<file path="src/rtl/mda_pwm_capture.sv">
// PWM capture: synchronizes pwm_in and measures period and high time in clk cycles.
// Adds a stuck-line timeout that reports the line level and forces the FSM back to IDLE.
//
// state | meaning
// IDLE  | waiting for the first rise; any partial period is discarded
// HIGH  | line high since the last rise; cnt counts from that rise
// LOW   | line low after a fall; the next rise closes the period
module mda_pwm_capture #(
  parameter int unsigned COUNT_WIDTH = 16,
  parameter int unsigned TIMEOUT     = 16'hFFFF
) (
  input  logic                   clk,
  input  logic                   reset,
  input  logic                   pwm_in,
  output logic [COUNT_WIDTH-1:0] period,
  output logic [COUNT_WIDTH-1:0] duty_cycle,
  output logic                   valid,
  output logic                   timeout,
  output logic                   stuck_high
);

  typedef enum logic [1:0] {IDLE, HIGH, LOW} state_t;

  localparam logic [COUNT_WIDTH-1:0] TO_CNT  = COUNT_WIDTH'(TIMEOUT);
  localparam logic [COUNT_WIDTH-1:0] CNT_MAX = '1;
  localparam logic [COUNT_WIDTH-1:0] CNT_ONE = COUNT_WIDTH'(1);

  state_t                 state;
  logic                   sync1;
  logic                   s;
  logic                   s_d;
  logic [COUNT_WIDTH-1:0] cnt;
  logic [COUNT_WIDTH-1:0] high_len;
  logic                   rise;
  logic                   fall;
  logic                   to_hit;

  assign rise = s & ~s_d;
  assign fall = ~s & s_d;
  // An edge in the same cycle as the terminal count wins over the timeout.
  assign to_hit = (state != IDLE) && (cnt == TO_CNT) && !rise && !fall;

  always_ff @(posedge clk) begin
    if (reset) begin
      sync1      <= 1'b0;
      s          <= 1'b0;
      s_d        <= 1'b0;
      cnt        <= '0;
      high_len   <= '0;
      state      <= IDLE;
      period     <= '0;
      duty_cycle <= '0;
      valid      <= 1'b0;
      timeout    <= 1'b0;
      stuck_high <= 1'b0;
    end else begin
      sync1 <= pwm_in;
      s     <= sync1;
      s_d   <= s;
      valid <= 1'b0;

      if (rise) begin
        cnt <= CNT_ONE;
      end else if (cnt != CNT_MAX) begin
        cnt <= cnt + CNT_ONE;
      end

      case (state)
        IDLE: begin
          if (rise) state <= HIGH;
        end
        HIGH: begin
          if (fall) begin
            high_len <= cnt;
            state    <= LOW;
          end
        end
        LOW: begin
          if (rise) begin
            period     <= cnt;
            duty_cycle <= high_len;
            valid      <= 1'b1;
            timeout    <= 1'b0;
            state      <= HIGH;
          end
        end
        default: state <= IDLE;
      endcase

      // to_hit excludes edges, so this never collides with the case above.
      if (to_hit) begin
        timeout    <= 1'b1;
        stuck_high <= s;
        period     <= '0;
        duty_cycle <= '0;
        state      <= IDLE;
      end
    end
  end

endmodule

</file>
<file path="config.mk">
export PLATFORM = sky130hd
export DESIGN_NAME = mda_pwm_capture
export DESIGN_NICKNAME = d
export VERILOG_FILES = /design/src/rtl/mda_pwm_capture.sv
export SDC_FILE = /design/constraint.sdc
export NUM_CORES = 1
export LEC_CHECK = 0
export BUFFER_PORTS_ARGS = -buffer_cell sky130_fd_sc_hd__buf_2
export CORE_MARGIN = 3
export CORE_UTILIZATION = 35
export DETAILED_ROUTE_END_ITERATION = 12
export SYNTH_ARGS = -nofsm -noshare
export SYNTH_HDL_FRONTEND = slang
export SYNTH_SLANG_ARGS = --single-unit
</file>
<file path="constraint.sdc">
create_clock -name clk -period 3.4 [get_ports clk]
set_input_delay 0.68 -clock clk [delete_from_list [all_inputs] [get_ports clk]]
set_output_delay 0.68 -clock clk [all_outputs]
set_load 0.01 [all_outputs]
</file>
==> results.yml <==
timing:
  period_share: 0.707
  slew_headroom: 0.521
  max_clock_freq_mhz: 416
  grt_setup_unrepaired: "no"
  drv_slew: 0
  skew_ps: 9.52
  setup_viol: 0
  post-route-min-period_ps: 2410
  hold_viol: 0
  tightest_slew_ps: 719
  fin_tns_setup_ps: 0
synth:
  synth_fp_nets: 352
  synth.distinct_cells: 44
  synth_warnings: 0
  ys.flop_type: "dfxtp_1"
  seq_area_frac_synth: 0.502
  synth_edf_count: 0
  netlist_area_mm2: 0.00287
  ys_ff_latch: 72
  async_flop_share: 0
  synth.avg_cell_area_um2: 8.25
  netlist_instances: 348
global_route:
  grt_start_max_net_pins: 35
  grt_usage: 0.159
  antenna_found_initial: 0
  grt_overflow_total: 0
  grt_pass1_wl_um: 11300
  grt_pass1_vias: 2221
routing:
  met1Wirelength_um: 3380
  wl_met3_um: 423
  wl_um: 6870
  wl_per_cell_um: 14.2
  top_layer_used: "met4"
  via_per_inst: 5.09
  vias: 2465
  drtIter0Drc: 139
  drcViolationCount: 0
  dr.pass1.iters: 4
  wl_met2_um: 2950
  drt.antenna.violating_nets: 0
worst_setup_path:
  criticalPathCategory: "reg2reg"
  cp_slowest_stage_delay_ps: 530
  crit_required_ps: 3620
  timing.rr.start: "cnt[0]$_SDFFE_PP0P_"
  path_buf_inv: 1
  reg2reg_depth: 6
  slowest_stage: "a31o_1"
  cp_top_family: "simple AND/OR/NAND/NOR gates"
  crit_chain: "ha_1 > nand4_2 > nor3_2 > a31o_1 > buf_4 > a21oi_1"
  cp_max_fo: 22
  crit_arrival_ps: 2630
  rrSetupSlack_ps: 990
  crit_path_end_kind: "register"
  r2r-end: "period[8]$_SDFFE_PP0P_"
  start_kind: "register"
floorplan:
  row_count: 32
  dieArea_mm2: 0.00933
  core_area_mm2: 0.00785
  initial_core_util: 0.366
  dieWidth_um: 96.6
  die_h_um: 96.6
  ios: 38
power:
  p_leak_uw: 0.00121
  total_power_uw: 1530
  p_per_area_mw_per_mm2: 464
  peakVddDrop_v: 0.000304
clock_tree:
  cts.clk_slew.worst_paths_ps: 80
  cts_tree: "built"
  root_buffer: "clkbuf_8"
  postCtsSetupRepairBufs: 0
  ctsHoldBuffers: 0
  cts_sinks: 72
  cts_resized: 0
  numCtsBuffers: 9
  clock_path_buffers: 2
  clock_latency_ps: 340
  htree_levels: 3
finish:
  nets: 381
  drive_gt1_frac: 0.181
  diodes: 0
  syn_to_final_growth_pct: 14.8
status:
  status: "finished clean"
placement:
  place.gp.congestion: 0.839
  dp_hpwl_um: 4670
  port_buffers: 37
hold_path:
  worstHoldStart: "sync1$_SDFF_PP0_"
  min_to: "s$_SDFF_PP0_"
  min_path_cells: 1
  hold_path_class: "reg2reg"
flow_run:
  maxCapViolCount: 0
## metrics by stage
stage          instance area, um^2  std cells  hold slack [ps]  setup slack, ps  utilization
2_1_floorplan                 2870        348              414             1690            -
3_3_place_gp                  3100        468              417             1080        0.396
3_5_place_dp                  3100        468              422              995        0.396
4_1_cts                       3300        484              441              980        0.420
5_1_grt                       3300        484              467              785        0.420
6_report                      3300        484              442              995        0.420
## cells by family after synthesis
logic type      count (synthesis)  share of synthesized area
compound gates                 80                      0.165
fa+ha+maj                       1                    0.00436
buf+inv                        26                     0.0436
flops                          72                      0.502
mux                             5                     0.0179
simple gates                  164                      0.268
## state kept, by name, indices dropped and copies added (netlist names)
register,flops
cnt,16
duty_cycle,16
high_len,16
period,16
state,2
s,1
s_d,1
stuck_high,1
sync1,1
timeout,1
valid,1
## layout make-up
| class | instances | area [um^2] |
|---|---|---|
| fill | 846 | 4550 |
| sequential | 72 | 1440 |
| multi-input combinational | 250 | 1310 |
| timing repair buffer | 42 | 223 |
| clock buffer | 12 | 165 |
| tap | 102 | 128 |
| clock inverter | 4 | 26.3 |
| inverter | 2 | 7.51 |
## worst max path at each step
stage                                    from                     end  slack (ps)  cells past startpoint
after floorplan           cnt[0]$_SDFFE_PP0P_   state[1]$_SDFFE_PP0P_        1690                      7
after global placement    cnt[0]$_SDFFE_PP0P_   state[1]$_SDFFE_PP0P_        1080                      6
after detailed placement  cnt[0]$_SDFFE_PP0P_  period[8]$_SDFFE_PP0P_         990                      6
after CTS                 cnt[0]$_SDFFE_PP0P_  period[8]$_SDFFE_PP0P_         980                      6
after global routing      cnt[0]$_SDFFE_PP0P_  period[6]$_SDFFE_PP0P_         780                      6
final                     cnt[0]$_SDFFE_PP0P_  period[8]$_SDFFE_PP0P_         990                      6
## where the power goes
group / total (uW) / switching, uW / internal (uW)
Combinational: 38.1 / 26.4 / 11.7
Clock: 638 / 313 / 325
Sequential: 854 / 6.70 / 848
## Yosys cell counts, types with 2 or more instances
master,number,area [um^2]
clkbuf_1,11,41.3
nor2_1,11,41.3
and2_1,2,12.5
nor2b_1,8,50.1
nand4_1,2,12.5
buf_2,7,35.0
nor4_1,2,12.5
a211oi_1,5,37.5
a31oi_1,4,25.0
o21ai_0,2,10.0
nand2b_1,2,12.5
a21oi_1,55,275
nor3_1,5,25.0
a41oi_1,2,17.5
o21ai_1,3,15.0
or3_1,4,25.0
nand2_1,111,417
nor3_2,2,20.0
dfxtp_1,72,1440
mux2i_1,4,40.0
inv_1,2,7.51
and4_1,3,26.3
buf_4,5,37.5
nand3_1,4,20.0
## worst register-to-register path: stages, from the launching register on
cell and delay [ps]:
dfxtp_1 430, ha_1 250, nand4_2 180, nor3_2 480, a31o_1 530, buf_4 340, a21oi_1 80
## routing by layer
metal / GRT usage / vias up
li1: - / 1246
met1: 0.222 / 1141
met2: 0.236 / 68
met3: 0.0434 / 10
met4: 0.0526 / 0
met5: 0 / -
## placed cells by master (no fill, tap or decap), types with 5 or more instances in the layout
master,Yosys,layout
buf_4,5,5
clkbuf_8,0,12
a211oi_1,5,5
buf_2,7,37
nor2_1,11,11
dfxtp_1,72,72
a21oi_1,55,55
nor3_1,5,5
nand2_1,111,111
nor2b_1,8,8
(Power assumes the default switching activity.)
